==> src/rtl/uart_xcvr_if.sv <==
// -----------------------------------------------------------------------------
// uart_xcvr_if
// Bundles the serial line and byte-level handshake of the 8N1 UART transceiver.
//   uart_rxd       serial input (asynchronous to the system clock)
//   uart_txd       serial output, idle high
//   uart_done      one-cycle strobe, uart_data_out holds a new byte
//   uart_data_out  last byte received with a good stop bit
//   frame_err      one-cycle strobe, stop bit sampled low
//   uart_en        transmit request, acted on at its rising edge
//   uart_data_in   byte to transmit
//   tx_busy        transmitter occupied with a frame
// Modports:
//   slave   the transceiver itself
//   master  whatever drives requests / the serial input and consumes results
// -----------------------------------------------------------------------------
interface uart_xcvr_if;
  logic       uart_rxd;
  logic       uart_txd;
  logic       uart_done;
  logic [7:0] uart_data_out;
  logic       frame_err;
  logic       uart_en;
  logic [7:0] uart_data_in;
  logic       tx_busy;

  modport slave (
    input  uart_rxd,
    input  uart_en,
    input  uart_data_in,
    output uart_txd,
    output uart_done,
    output uart_data_out,
    output frame_err,
    output tx_busy
  );

  modport master (
    output uart_rxd,
    output uart_en,
    output uart_data_in,
    input  uart_txd,
    input  uart_done,
    input  uart_data_out,
    input  frame_err,
    input  tx_busy
  );
endinterface

==> src/rtl/uart_xcvr.sv <==
// -----------------------------------------------------------------------------
// uart_xcvr
// 8N1 UART transceiver with independent receive and transmit halves sharing one
// clock. The bit period is DIV = CLK_FREQ / BAUD clock cycles (truncated, and
// expected to be at least 4).
// Ports:
//   sys_clk  system clock, rising edge
//   sys_rst  asynchronous reset, active high
//   bus      uart_xcvr_if.slave: serial line, receive strobes/data, transmit
//            request/data and tx_busy
// Receive: uart_rxd is double-flopped, a start bit is confirmed at its centre,
// eight data bits are sampled LSB first at their centres, and the stop bit
// decides between a uart_done and a frame_err strobe.
// Transmit: a rising edge on uart_en while idle (or in the final stop cycle)
// captures uart_data_in and sends start, 8 data bits LSB first, stop.
// -----------------------------------------------------------------------------
module uart_xcvr #(
  parameter int CLK_FREQ = 50_000_000,
  parameter int BAUD     = 115200
) (
  input  logic       sys_clk,
  input  logic       sys_rst,
  uart_xcvr_if.slave bus
);

  localparam int DIV = CLK_FREQ / BAUD;
  localparam int CW  = (DIV > 1) ? $clog2(DIV) : 1;

  localparam logic [CW-1:0] CNT_ZERO = {CW{1'b0}};
  localparam logic [CW-1:0] CNT_ONE  = CW'(1);
  localparam logic [CW-1:0] CNT_LAST = CW'(DIV - 1);
  localparam logic [CW-1:0] CNT_HALF = CW'(DIV / 2 - 1);

  typedef enum logic [1:0] {
    RX_IDLE  = 2'd0,
    RX_START = 2'd1,
    RX_DATA  = 2'd2,
    RX_STOP  = 2'd3
  } rx_state_e;

  typedef enum logic [1:0] {
    TX_IDLE  = 2'd0,
    TX_START = 2'd1,
    TX_DATA  = 2'd2,
    TX_STOP  = 2'd3
  } tx_state_e;

  // ---------------------------------------------------------------------------
  // Receive path
  // ---------------------------------------------------------------------------
  logic            rx_meta_q;
  logic            rx_s_q;
  rx_state_e       rx_state_q, rx_state_d;
  logic [CW-1:0]   rx_cnt_q,   rx_cnt_d;
  logic [2:0]      rx_idx_q,   rx_idx_d;
  logic [7:0]      rx_shift_q, rx_shift_d;
  logic [7:0]      rx_byte_q,  rx_byte_d;
  logic            rx_done_q,  rx_done_d;
  logic            rx_ferr_q,  rx_ferr_d;

  // Two-flop synchroniser for the asynchronous serial input; idles high.
  always_ff @(posedge sys_clk or posedge sys_rst) begin
    if (sys_rst) begin
      rx_meta_q <= 1'b1;
      rx_s_q    <= 1'b1;
    end else begin
      rx_meta_q <= bus.uart_rxd;
      rx_s_q    <= rx_meta_q;
    end
  end

  // Receive FSM state and datapath registers.
  always_ff @(posedge sys_clk or posedge sys_rst) begin
    if (sys_rst) begin
      rx_state_q <= RX_IDLE;
      rx_cnt_q   <= CNT_ZERO;
      rx_idx_q   <= 3'd0;
      rx_shift_q <= 8'h00;
      rx_byte_q  <= 8'h00;
      rx_done_q  <= 1'b0;
      rx_ferr_q  <= 1'b0;
    end else begin
      rx_state_q <= rx_state_d;
      rx_cnt_q   <= rx_cnt_d;
      rx_idx_q   <= rx_idx_d;
      rx_shift_q <= rx_shift_d;
      rx_byte_q  <= rx_byte_d;
      rx_done_q  <= rx_done_d;
      rx_ferr_q  <= rx_ferr_d;
    end
  end

  // Receive next-state logic: half-bit start check, then full-bit steps so
  // every later sample lands at a bit centre.
  always_comb begin
    rx_state_d = rx_state_q;
    rx_cnt_d   = rx_cnt_q;
    rx_idx_d   = rx_idx_q;
    rx_shift_d = rx_shift_q;
    rx_byte_d  = rx_byte_q;
    rx_done_d  = 1'b0;
    rx_ferr_d  = 1'b0;
    case (rx_state_q)
      RX_IDLE: begin
        rx_cnt_d = CNT_ZERO;
        if (!rx_s_q) begin
          rx_state_d = RX_START;
        end else begin
          rx_state_d = RX_IDLE;
        end
      end
      RX_START: begin
        if (rx_cnt_q == CNT_HALF) begin
          rx_cnt_d = CNT_ZERO;
          rx_idx_d = 3'd0;
          // A line that is high again at mid start bit was only a glitch.
          if (rx_s_q) begin
            rx_state_d = RX_IDLE;
          end else begin
            rx_state_d = RX_DATA;
          end
        end else begin
          rx_cnt_d = rx_cnt_q + CNT_ONE;
        end
      end
      RX_DATA: begin
        if (rx_cnt_q == CNT_LAST) begin
          rx_cnt_d   = CNT_ZERO;
          rx_shift_d = {rx_s_q, rx_shift_q[7:1]};
          if (rx_idx_q == 3'd7) begin
            rx_state_d = RX_STOP;
          end else begin
            rx_idx_d = rx_idx_q + 3'd1;
          end
        end else begin
          rx_cnt_d = rx_cnt_q + CNT_ONE;
        end
      end
      RX_STOP: begin
        if (rx_cnt_q == CNT_LAST) begin
          rx_cnt_d   = CNT_ZERO;
          rx_state_d = RX_IDLE;
          if (rx_s_q) begin
            rx_byte_d = rx_shift_q;
            rx_done_d = 1'b1;
          end else begin
            rx_ferr_d = 1'b1;
          end
        end else begin
          rx_cnt_d = rx_cnt_q + CNT_ONE;
        end
      end
      default: begin
        rx_state_d = RX_IDLE;
        rx_cnt_d   = CNT_ZERO;
      end
    endcase
  end

  assign bus.uart_done     = rx_done_q;
  assign bus.frame_err     = rx_ferr_q;
  assign bus.uart_data_out = rx_byte_q;

  // ---------------------------------------------------------------------------
  // Transmit path
  // ---------------------------------------------------------------------------
  logic            en_q;
  logic            tx_req_s;
  tx_state_e       tx_state_q, tx_state_d;
  logic [CW-1:0]   tx_cnt_q,   tx_cnt_d;
  logic [2:0]      tx_idx_q,   tx_idx_d;
  logic [7:0]      tx_shift_q, tx_shift_d;
  logic            tx_txd_q,   tx_txd_d;
  logic            tx_busy_q,  tx_busy_d;

  assign tx_req_s = bus.uart_en & ~en_q;

  // Previous uart_en value for rising-edge detection.
  always_ff @(posedge sys_clk or posedge sys_rst) begin
    if (sys_rst) begin
      en_q <= 1'b0;
    end else begin
      en_q <= bus.uart_en;
    end
  end

  // Transmit FSM state and datapath registers.
  always_ff @(posedge sys_clk or posedge sys_rst) begin
    if (sys_rst) begin
      tx_state_q <= TX_IDLE;
      tx_cnt_q   <= CNT_ZERO;
      tx_idx_q   <= 3'd0;
      tx_shift_q <= 8'h00;
      tx_txd_q   <= 1'b1;
      tx_busy_q  <= 1'b0;
    end else begin
      tx_state_q <= tx_state_d;
      tx_cnt_q   <= tx_cnt_d;
      tx_idx_q   <= tx_idx_d;
      tx_shift_q <= tx_shift_d;
      tx_txd_q   <= tx_txd_d;
      tx_busy_q  <= tx_busy_d;
    end
  end

  // Transmit next-state logic. txd is registered, so each line value is
  // computed one cycle ahead, at the edge that ends the previous bit.
  always_comb begin
    tx_state_d = tx_state_q;
    tx_cnt_d   = tx_cnt_q;
    tx_idx_d   = tx_idx_q;
    tx_shift_d = tx_shift_q;
    tx_txd_d   = tx_txd_q;
    tx_busy_d  = tx_busy_q;
    case (tx_state_q)
      TX_IDLE: begin
        tx_txd_d = 1'b1;
        if (tx_req_s) begin
          tx_shift_d = bus.uart_data_in;
          tx_busy_d  = 1'b1;
          tx_cnt_d   = CNT_ZERO;
          tx_txd_d   = 1'b0;
          tx_state_d = TX_START;
        end else begin
          tx_busy_d  = 1'b0;
        end
      end
      TX_START: begin
        if (tx_cnt_q == CNT_LAST) begin
          tx_cnt_d   = CNT_ZERO;
          tx_idx_d   = 3'd0;
          tx_txd_d   = tx_shift_q[0];
          tx_state_d = TX_DATA;
        end else begin
          tx_cnt_d = tx_cnt_q + CNT_ONE;
        end
      end
      TX_DATA: begin
        if (tx_cnt_q == CNT_LAST) begin
          tx_cnt_d = CNT_ZERO;
          if (tx_idx_q == 3'd7) begin
            tx_txd_d   = 1'b1;
            tx_state_d = TX_STOP;
          end else begin
            tx_idx_d   = tx_idx_q + 3'd1;
            tx_shift_d = {1'b1, tx_shift_q[7:1]};
            tx_txd_d   = tx_shift_q[1];
          end
        end else begin
          tx_cnt_d = tx_cnt_q + CNT_ONE;
        end
      end
      TX_STOP: begin
        if (tx_cnt_q == CNT_LAST) begin
          tx_cnt_d = CNT_ZERO;
          // A request seen as the stop bit ends chains the next frame with
          // no idle gap; tx_busy then simply stays high.
          if (tx_req_s) begin
            tx_shift_d = bus.uart_data_in;
            tx_busy_d  = 1'b1;
            tx_txd_d   = 1'b0;
            tx_state_d = TX_START;
          end else begin
            tx_busy_d  = 1'b0;
            tx_txd_d   = 1'b1;
            tx_state_d = TX_IDLE;
          end
        end else begin
          tx_cnt_d = tx_cnt_q + CNT_ONE;
        end
      end
      default: begin
        tx_state_d = TX_IDLE;
        tx_cnt_d   = CNT_ZERO;
        tx_txd_d   = 1'b1;
        tx_busy_d  = 1'b0;
      end
    endcase
  end

  assign bus.uart_txd = tx_txd_q;
  assign bus.tx_busy  = tx_busy_q;

endmodule

==> src/flat_wrapper.sv <==
// flat-port wrapper written by rule: the top's interface ports become plain ports
module uart_xcvr_flat 
#(
  parameter int CLK_FREQ = 50_000_000,
  parameter int BAUD     = 115200
)
  (sys_clk, sys_rst, bus_uart_rxd, bus_uart_en, bus_uart_data_in, bus_uart_txd, bus_uart_done, bus_uart_data_out, bus_frame_err, bus_tx_busy);
  uart_xcvr_if bus_i ();
  input  logic sys_clk;
  input  logic sys_rst;
  input wire logic [$bits(bus_i.uart_rxd)-1:0] bus_uart_rxd;
  input wire logic [$bits(bus_i.uart_en)-1:0] bus_uart_en;
  input wire logic [$bits(bus_i.uart_data_in)-1:0] bus_uart_data_in;
  output wire logic [$bits(bus_i.uart_txd)-1:0] bus_uart_txd;
  output wire logic [$bits(bus_i.uart_done)-1:0] bus_uart_done;
  output wire logic [$bits(bus_i.uart_data_out)-1:0] bus_uart_data_out;
  output wire logic [$bits(bus_i.frame_err)-1:0] bus_frame_err;
  output wire logic [$bits(bus_i.tx_busy)-1:0] bus_tx_busy;
  assign bus_i.uart_rxd = bus_uart_rxd;
  assign bus_i.uart_en = bus_uart_en;
  assign bus_i.uart_data_in = bus_uart_data_in;
  assign bus_uart_txd = bus_i.uart_txd;
  assign bus_uart_done = bus_i.uart_done;
  assign bus_uart_data_out = bus_i.uart_data_out;
  assign bus_frame_err = bus_i.frame_err;
  assign bus_tx_busy = bus_i.tx_busy;
  uart_xcvr #(.CLK_FREQ(CLK_FREQ), .BAUD(BAUD)) u_core (.sys_clk(sys_clk), .sys_rst(sys_rst), .bus(bus_i));
endmodule
==> config.mk <==
export PLATFORM = sky130hd
export DESIGN_NAME = uart_xcvr_flat
export DESIGN_NICKNAME = d
export VERILOG_FILES = /design/src/rtl/uart_xcvr_if.sv /design/src/rtl/uart_xcvr.sv /design/src/flat_wrapper.sv
export SDC_FILE = /design/constraint.sdc
export NUM_CORES = 1
export LEC_CHECK = 0
export CORE_AREA = 5 5 115 117
export CTS_CLUSTER_SIZE = 40
export DETAILED_ROUTE_END_ITERATION = 8
export DIE_AREA = 0 0 120 122
export DONT_BUFFER_PORTS = 1
export SYNTH_ARGS = -nofsm -noshare
export SYNTH_HDL_FRONTEND = slang
export SYNTH_SLANG_ARGS = --single-unit
==> constraint.sdc <==
create_clock -name sys_clk -period 4.6 [get_ports sys_clk]
set_clock_uncertainty 0.2 [all_clocks]
set_input_delay 0.92 -clock sys_clk [delete_from_list [all_inputs] [get_ports sys_clk]]
set_output_delay 0.92 -clock sys_clk [all_outputs]
set_load 0.03 [all_outputs]
* Word level (Yosys, flattened, before mapping)
Index checks and enable logic that the tools add are counted.
Word-level totals: output and inout bits 12, logic and storage cells 109, flip-flop bits (word level) 59
Cells by class: multiplexer cells 48, reductions and logical operators 17, equality and inequality tests 22, bitwise gates (word level) 2, $add $sub $neg 4
Operators by type and width (count):
- 9-bit 2-to-1 mux | 4
- 8-bit 2-to-1 mux | 4
- 9-bit one-hot mux with 3 select lines | 1
- 8-bit one-hot mux with 3 select lines | 1
- 2-bit 2-to-1 mux | 10
- 9-bit by 1-bit adder with 9-bit output, second input constant | 2
- 9-bit equality test, second input constant | 2
- 3-bit 2-to-1 mux | 6
- 2-bit by 1-bit inequality test with 1-bit output, second input constant | 9
- 9-bit one-hot mux with 2 select lines | 1
- 2-bit one-hot mux with 4 select lines | 2
- 4-bit AND reduction | 4
- 1-bit 2-to-1 mux | 15
- 3-bit one-hot mux with 2 select lines | 2
- 9-bit by 8-bit equality test with 1-bit output, second input constant | 1
- 2-bit equality test, second input constant | 4
- 3-bit by 1-bit adder with 3-bit output, second input constant | 2
- 3-bit equality test, second input constant | 2
- 3-bit AND reduction | 2
- 2-bit nonzero test | 3
- 5-bit AND reduction | 1
- 2-bit by 1-bit equality test with 1-bit output, second input constant | 2
- 2-bit logical NOT | 2
- 2-bit inequality test, second input constant | 2
- 8 further kinds | 9

* Longest topological paths before layout
depth in word-level cells 5, gate-level depth with buffers 8, gate-level depth less buffers 6

* Worst setup path before layout
OpenSTA, ideal clock, no wires.
path type register -> register, start reg u_core.tx_cnt_q[0], end reg u_core.tx_shift_q[0], arrival 1824 ps, data required time 4275 ps, cell stages (with the launch flop) 7, setup slack 2452 ps, cells stage by stage dfrtp_1 -> ha_1 -> and4_1 -> clkbuf_1 -> and2_2 -> o221ai_4 -> mux2_2
On the way: longest elaborated chain between the ends 3, elaborated cells between the ends (all ways) 4, classes of those cells eq/ne: 3; reduce/logical: 1
Ends and longest elaborated chain:
- start, declared | line uart_xcvr.sv:170 | logic [CW-1:0] tx_cnt_q, tx_cnt_d;
- start signal, assigned | line uart_xcvr.sv:198 | tx_cnt_q <= tx_cnt_d;
- 9-bit equality test * | line uart_xcvr.sv:239, uart_xcvr.sv:254
- 2-bit by 1-bit inequality test with 1-bit output (no source line)
- 4-bit AND reduction (no source line) *
- end signal, assigned | line uart_xcvr.sv:200 | tx_shift_q <= tx_shift_d;
- end, declared | line uart_xcvr.sv:172 | logic [7:0] tx_shift_q, tx_shift_d;
Every way passes the cells marked *; elsewhere a longest branch is shown, timed or not. A chain may end at the register's enable or synchronous reset.

* Worst setup path in the final report
start reg u_core.tx_state_q[0], end reg u_core.tx_shift_q[5]
On the way: longest elaborated chain between the ends 3, elaborated cells between the ends (all ways) 9, classes of those cells eq/ne: 5; mux: 1; reduce/logical: 3
Ends and longest elaborated chain:
- start, declared | line uart_xcvr.sv:169 | tx_state_e tx_state_q, tx_state_d;
- start signal, assigned | line uart_xcvr.sv:197 | tx_state_q <= tx_state_d;
- 2-bit equality test or 2-bit logical NOT (tied branches) | line uart_xcvr.sv:215 | case (tx_state_q)
- 2-bit inequality test (no source line), or another cell as far along
- 4-bit AND reduction (no source line)
Several ways; a longest one is shown, not always the timed one.

==> impl_metrics.prom <==
# TYPE chip_impl_metric gauge
chip_impl_info{name="capturing_element_type_of_the_critical_path",value="register"} 1
chip_impl_metric{name="worst_ep_arrival_time",unit="ps"} 2420
chip_impl_metric{name="numPlacedInstances",unit=""} 403
chip_impl_metric{name="synth-seq-cells",unit=""} 59
chip_impl_metric{name="drt_first_iter_violations",unit=""} 58
chip_impl_metric{name="synthesis.area_per_instance",unit="µm²"} 11.5
chip_impl_metric{name="worst_path_largest_cell_delay",unit="ps"} 580
chip_impl_metric{name="grt_pass1_vias",unit=""} 1961
chip_impl_metric{name="diodes",unit=""} 0
chip_impl_metric{name="cp.depth",unit=""} 5
chip_impl_metric{name="synth.yosys.warnings",unit=""} 0
chip_impl_metric{name="whs",unit="ps"} 163
chip_impl_metric{name="fmax",unit="MHz"} 414
chip_impl_metric{name="period_utilisation_layout",unit=""} 0.525
chip_impl_info{name="r2r_end",value="u_core.tx_shift_q[5]"} 1
chip_impl_metric{name="dr_total_vias",unit=""} 1921
chip_impl_info{name="clock-root-buffer",value="clkbuf_16"} 1
chip_impl_metric{name="timing.final.setup_violations",unit=""} 0
chip_impl_info{name="ys_top_cells_by_area",value="dfrtp_1 (48%), mux2_2 (12%), ha_1 (6.4%)"} 1
chip_impl_metric{name="track_usage",unit=""} 0.0815
chip_impl_info{name="hold_path.class",value="reg2reg"} 1
chip_impl_metric{name="clock_latency_on_the_worst_skew_pair",unit="ps"} 330
chip_impl_metric{name="critical_path_buf_inv_count",unit=""} 1
chip_impl_metric{name="synthCells",unit=""} 257
chip_impl_info{name="unrepaired_setup_endpoints_after_global_routing",value="false"} 1
chip_impl_metric{name="synth_edf_count",unit=""} 0
chip_impl_metric{name="global_placement_routability_congestion",unit=""} 0.755
chip_impl_info{name="family_with_the_most_delay_on_the_worst_path",value="adder cells"} 1
chip_impl_metric{name="detail_route.wirelength",unit="mm"} 5.39
chip_impl_metric{name="fin_total_pwr",unit="mW"} 1.96
chip_impl_info{name="most_frequent_cells_after_synthesis",value="dfrtp_1 (56), mux2_2 (31), nand2_1 (19)"} 1
chip_impl_metric{name="number_of_nets_in_the_synthesized_netlist",unit=""} 284
chip_impl_metric{name="ant_nets",unit=""} 0
chip_impl_metric{name="routed_via_density",unit=""} 4.58
chip_impl_info{name="critPathKind",value="reg2reg"} 1
chip_impl_info{name="timing.critical_path.to",value="u_core.tx_shift_q[5]"} 1
chip_impl_metric{name="setup_tns",unit="ps"} 0
chip_impl_metric{name="cts_inserted_buffers",unit=""} 9
chip_impl_metric{name="synth.lib_cells_used.distinct",unit=""} 48
chip_impl_metric{name="timing.max_slew.rel_slack",unit=""} 0.578
chip_impl_metric{name="fp.dieW",unit="µm"} 120
chip_impl_metric{name="slew_violations",unit=""} 0
chip_impl_metric{name="synth.yosys.seq_area_share",unit=""} 0.502
chip_impl_metric{name="power_density",unit="nW/µm²"} 563
chip_impl_metric{name="number_of_antenna_violations_at_the_first_check_in_global_routing",unit=""} 0
chip_impl_metric{name="worst_setup_hold_path_clk_slew",unit="ps"} 50
chip_impl_metric{name="power_leakage",unit="nW"} 1.55
chip_impl_metric{name="cts.sinks",unit=""} 59
chip_impl_metric{name="global_route_wire_length_before_repair",unit="mm"} 9.45
chip_impl_info{name="cp-startpoint",value="u_core.tx_state_q[0]"} 1
chip_impl_metric{name="yosys.area.top_type_share",unit=""} 0.475
chip_impl_info{name="critical-path-slowest-cell",value="ha_1"} 1
chip_impl_info{name="cts_tree",value="built"} 1
chip_impl_info{name="path_cells",value="inv_1 > ha_1 > nor2b_1 > o221ai_4 > mux2_2"} 1
chip_impl_metric{name="h-tree-depth",unit=""} 3
chip_impl_info{name="rr_startpoint",value="u_core.tx_state_q[0]"} 1
chip_impl_metric{name="post_cts_buffers",unit=""} 0
chip_impl_metric{name="layout-drive-gt1-share",unit=""} 0.242
chip_impl_metric{name="finalCriticalPeriod",unit="ps"} 2420
chip_impl_metric{name="worst-path-max-fanout",unit=""} 17
chip_impl_metric{name="drtPass1Iterations",unit=""} 4
chip_impl_metric{name="core_area",unit="µm²"} 12300
chip_impl_metric{name="worst_slew_pin_slew",unit="ps"} 627
chip_impl_info{name="synthMostInstantiatedCell",value="dfrtp_1"} 1
chip_impl_metric{name="ff2ff_setup_slack",unit="ps"} 2180
chip_impl_metric{name="port-buffer-count",unit=""} 0
chip_impl_metric{name="synthToLayoutAreaGrowth",unit="%"} 18.2
chip_impl_metric{name="ios",unit=""} 24
chip_impl_info{name="status",value="completed"} 1
chip_impl_metric{name="post_synth_instance_area",unit="µm²"} 2950
chip_impl_metric{name="cts_resized",unit=""} 0
chip_impl_metric{name="grt_start_max_net_pins",unit=""} 47
chip_impl_info{name="synth_area_leader_cell",value="dfrtp_1"} 1
chip_impl_metric{name="stdcell_count",unit=""} 419
chip_impl_metric{name="fin_nets",unit=""} 291
chip_impl_metric{name="placementRows",unit=""} 41
chip_impl_metric{name="grt_overflow",unit=""} 0
chip_impl_metric{name="wl_per_cell",unit="µm"} 12.9
chip_impl_metric{name="timing.critical_path.required",unit="ps"} 4610
chip_impl_metric{name="cts_hold_buf",unit=""} 0
chip_impl_metric{name="ff2ff_path_depth",unit=""} 5
chip_impl_metric{name="cap_violations",unit=""} 0
chip_impl_metric{name="die_area",unit="µm²"} 14600
chip_impl_metric{name="die_span_in_y",unit="µm"} 122
chip_impl_metric{name="drc",unit=""} 0
chip_impl_metric{name="clockBufferDepth",unit=""} 2
chip_impl_metric{name="detailedPlacementHpwl",unit="mm"} 3.78
chip_impl_metric{name="initial_core_util",unit=""} 0.241
chip_impl_metric{name="ys_async_sr_fraction",unit=""} 1.00
chip_impl_info{name="postSynth.topFlopCell",value="dfrtp_1"} 1
chip_impl_info{name="start_kind",value="register"} 1
chip_impl_metric{name="finalHoldViolCount",unit=""} 0
chip_impl_metric{name="power.ir.vdd_worst",unit="µV"} 368
[sequential cells by signal (all words and copies together), names as in the netlist, 2 cells and up, named ones only]
signal / cells
u_core.rx_cnt_q: 9
u_core.tx_cnt_q: 9
u_core.bus.uart_data_out: 8
u_core.rx_shift_q: 8
u_core.tx_shift_q: 8
u_core.rx_idx_q: 3
u_core.tx_idx_q: 3
u_core.tx_state_q: 2
[kinds of logic after synthesis]
group           Yosys count  share of synthesized area
fa+ha+maj                15                     0.0636
compound gates           41                      0.104
mux                      36                      0.137
buf+inv                  17                     0.0216
simple gates             81                      0.149
flops                    59                      0.502
xor+xnor                  8                     0.0238
[per-layer routing]
| metal | global-route usage | wire (µm) |
|---|---|---|
| met5 | 0 | 0 |
| met4 | 0.0387 | 86 |
| met3 | 0.0325 | 262 |
| met2 | 0.133 | 2600 |
| met1 | 0.0934 | 2440 |
[worst min-delay path by stage]
stage | start | to | slack, ps | depth (start not counted)
after floorplan | u_core.rx_meta_q | u_core.rx_s_q | 150 | 0
after global routing | u_core.rx_meta_q | u_core.rx_s_q | 160 | 0
after detailed placement | u_core.rx_meta_q | u_core.rx_s_q | 150 | 0
after CTS | u_core.rx_meta_q | u_core.rx_s_q | 160 | 0
final | u_core.rx_meta_q | u_core.rx_s_q | 160 | 0
after global placement | u_core.rx_meta_q | u_core.rx_s_q | 150 | 0
[area by class of cell]
cell class / instances / area, µm²
Clock buffer: 12 / 267
Sequential cell: 59 / 1480
Timing Repair Buffer: 1 / 7.51
Clock inverter: 4 / 95.1
Inverter: 12 / 45.0
Tap cell: 150 / 188
Fill cell: 1233 / 8770
Multi-Input combinational cell: 181 / 1410
[cell usage in the layout (no fill, tap or decap), types with 4 or more instances in the layout]
cell type / count
clkbuf_16: 9
dfrtp_1: 56
xnor2_1: 4
nand2_1: 19
a22o_1: 4
nor2_1: 17
o21ai_0: 12
nor2b_1: 5
a31oi_1: 4
inv_1: 11
nand3_1: 14
ha_1: 15
nand2b_1: 4
nor3_1: 5
mux2i_1: 4
mux2_2: 31
xor2_1: 4
a21oi_1: 6
[where the power goes]
part	switching, mW	internal [mW]
Combinational	0.225	0.223
Sequential	0.101	0.615
Clock	0.228	0.572
Total	0.554	1.41
[per-stage QoR]
| stage | util | cell area [µm²] | setup WS [ps] |
|---|---|---|---|
| floorplan | - | 2950 | 2030 |
| global placement | 0.255 | 3130 | 2300 |
| detailed placement | 0.255 | 3130 | 2190 |
| CTS | 0.284 | 3490 | 2170 |
| global route | 0.284 | 3490 | 2060 |
| finish | 0.284 | 3490 | 2180 |
Power figures use the tool's default switching activity.
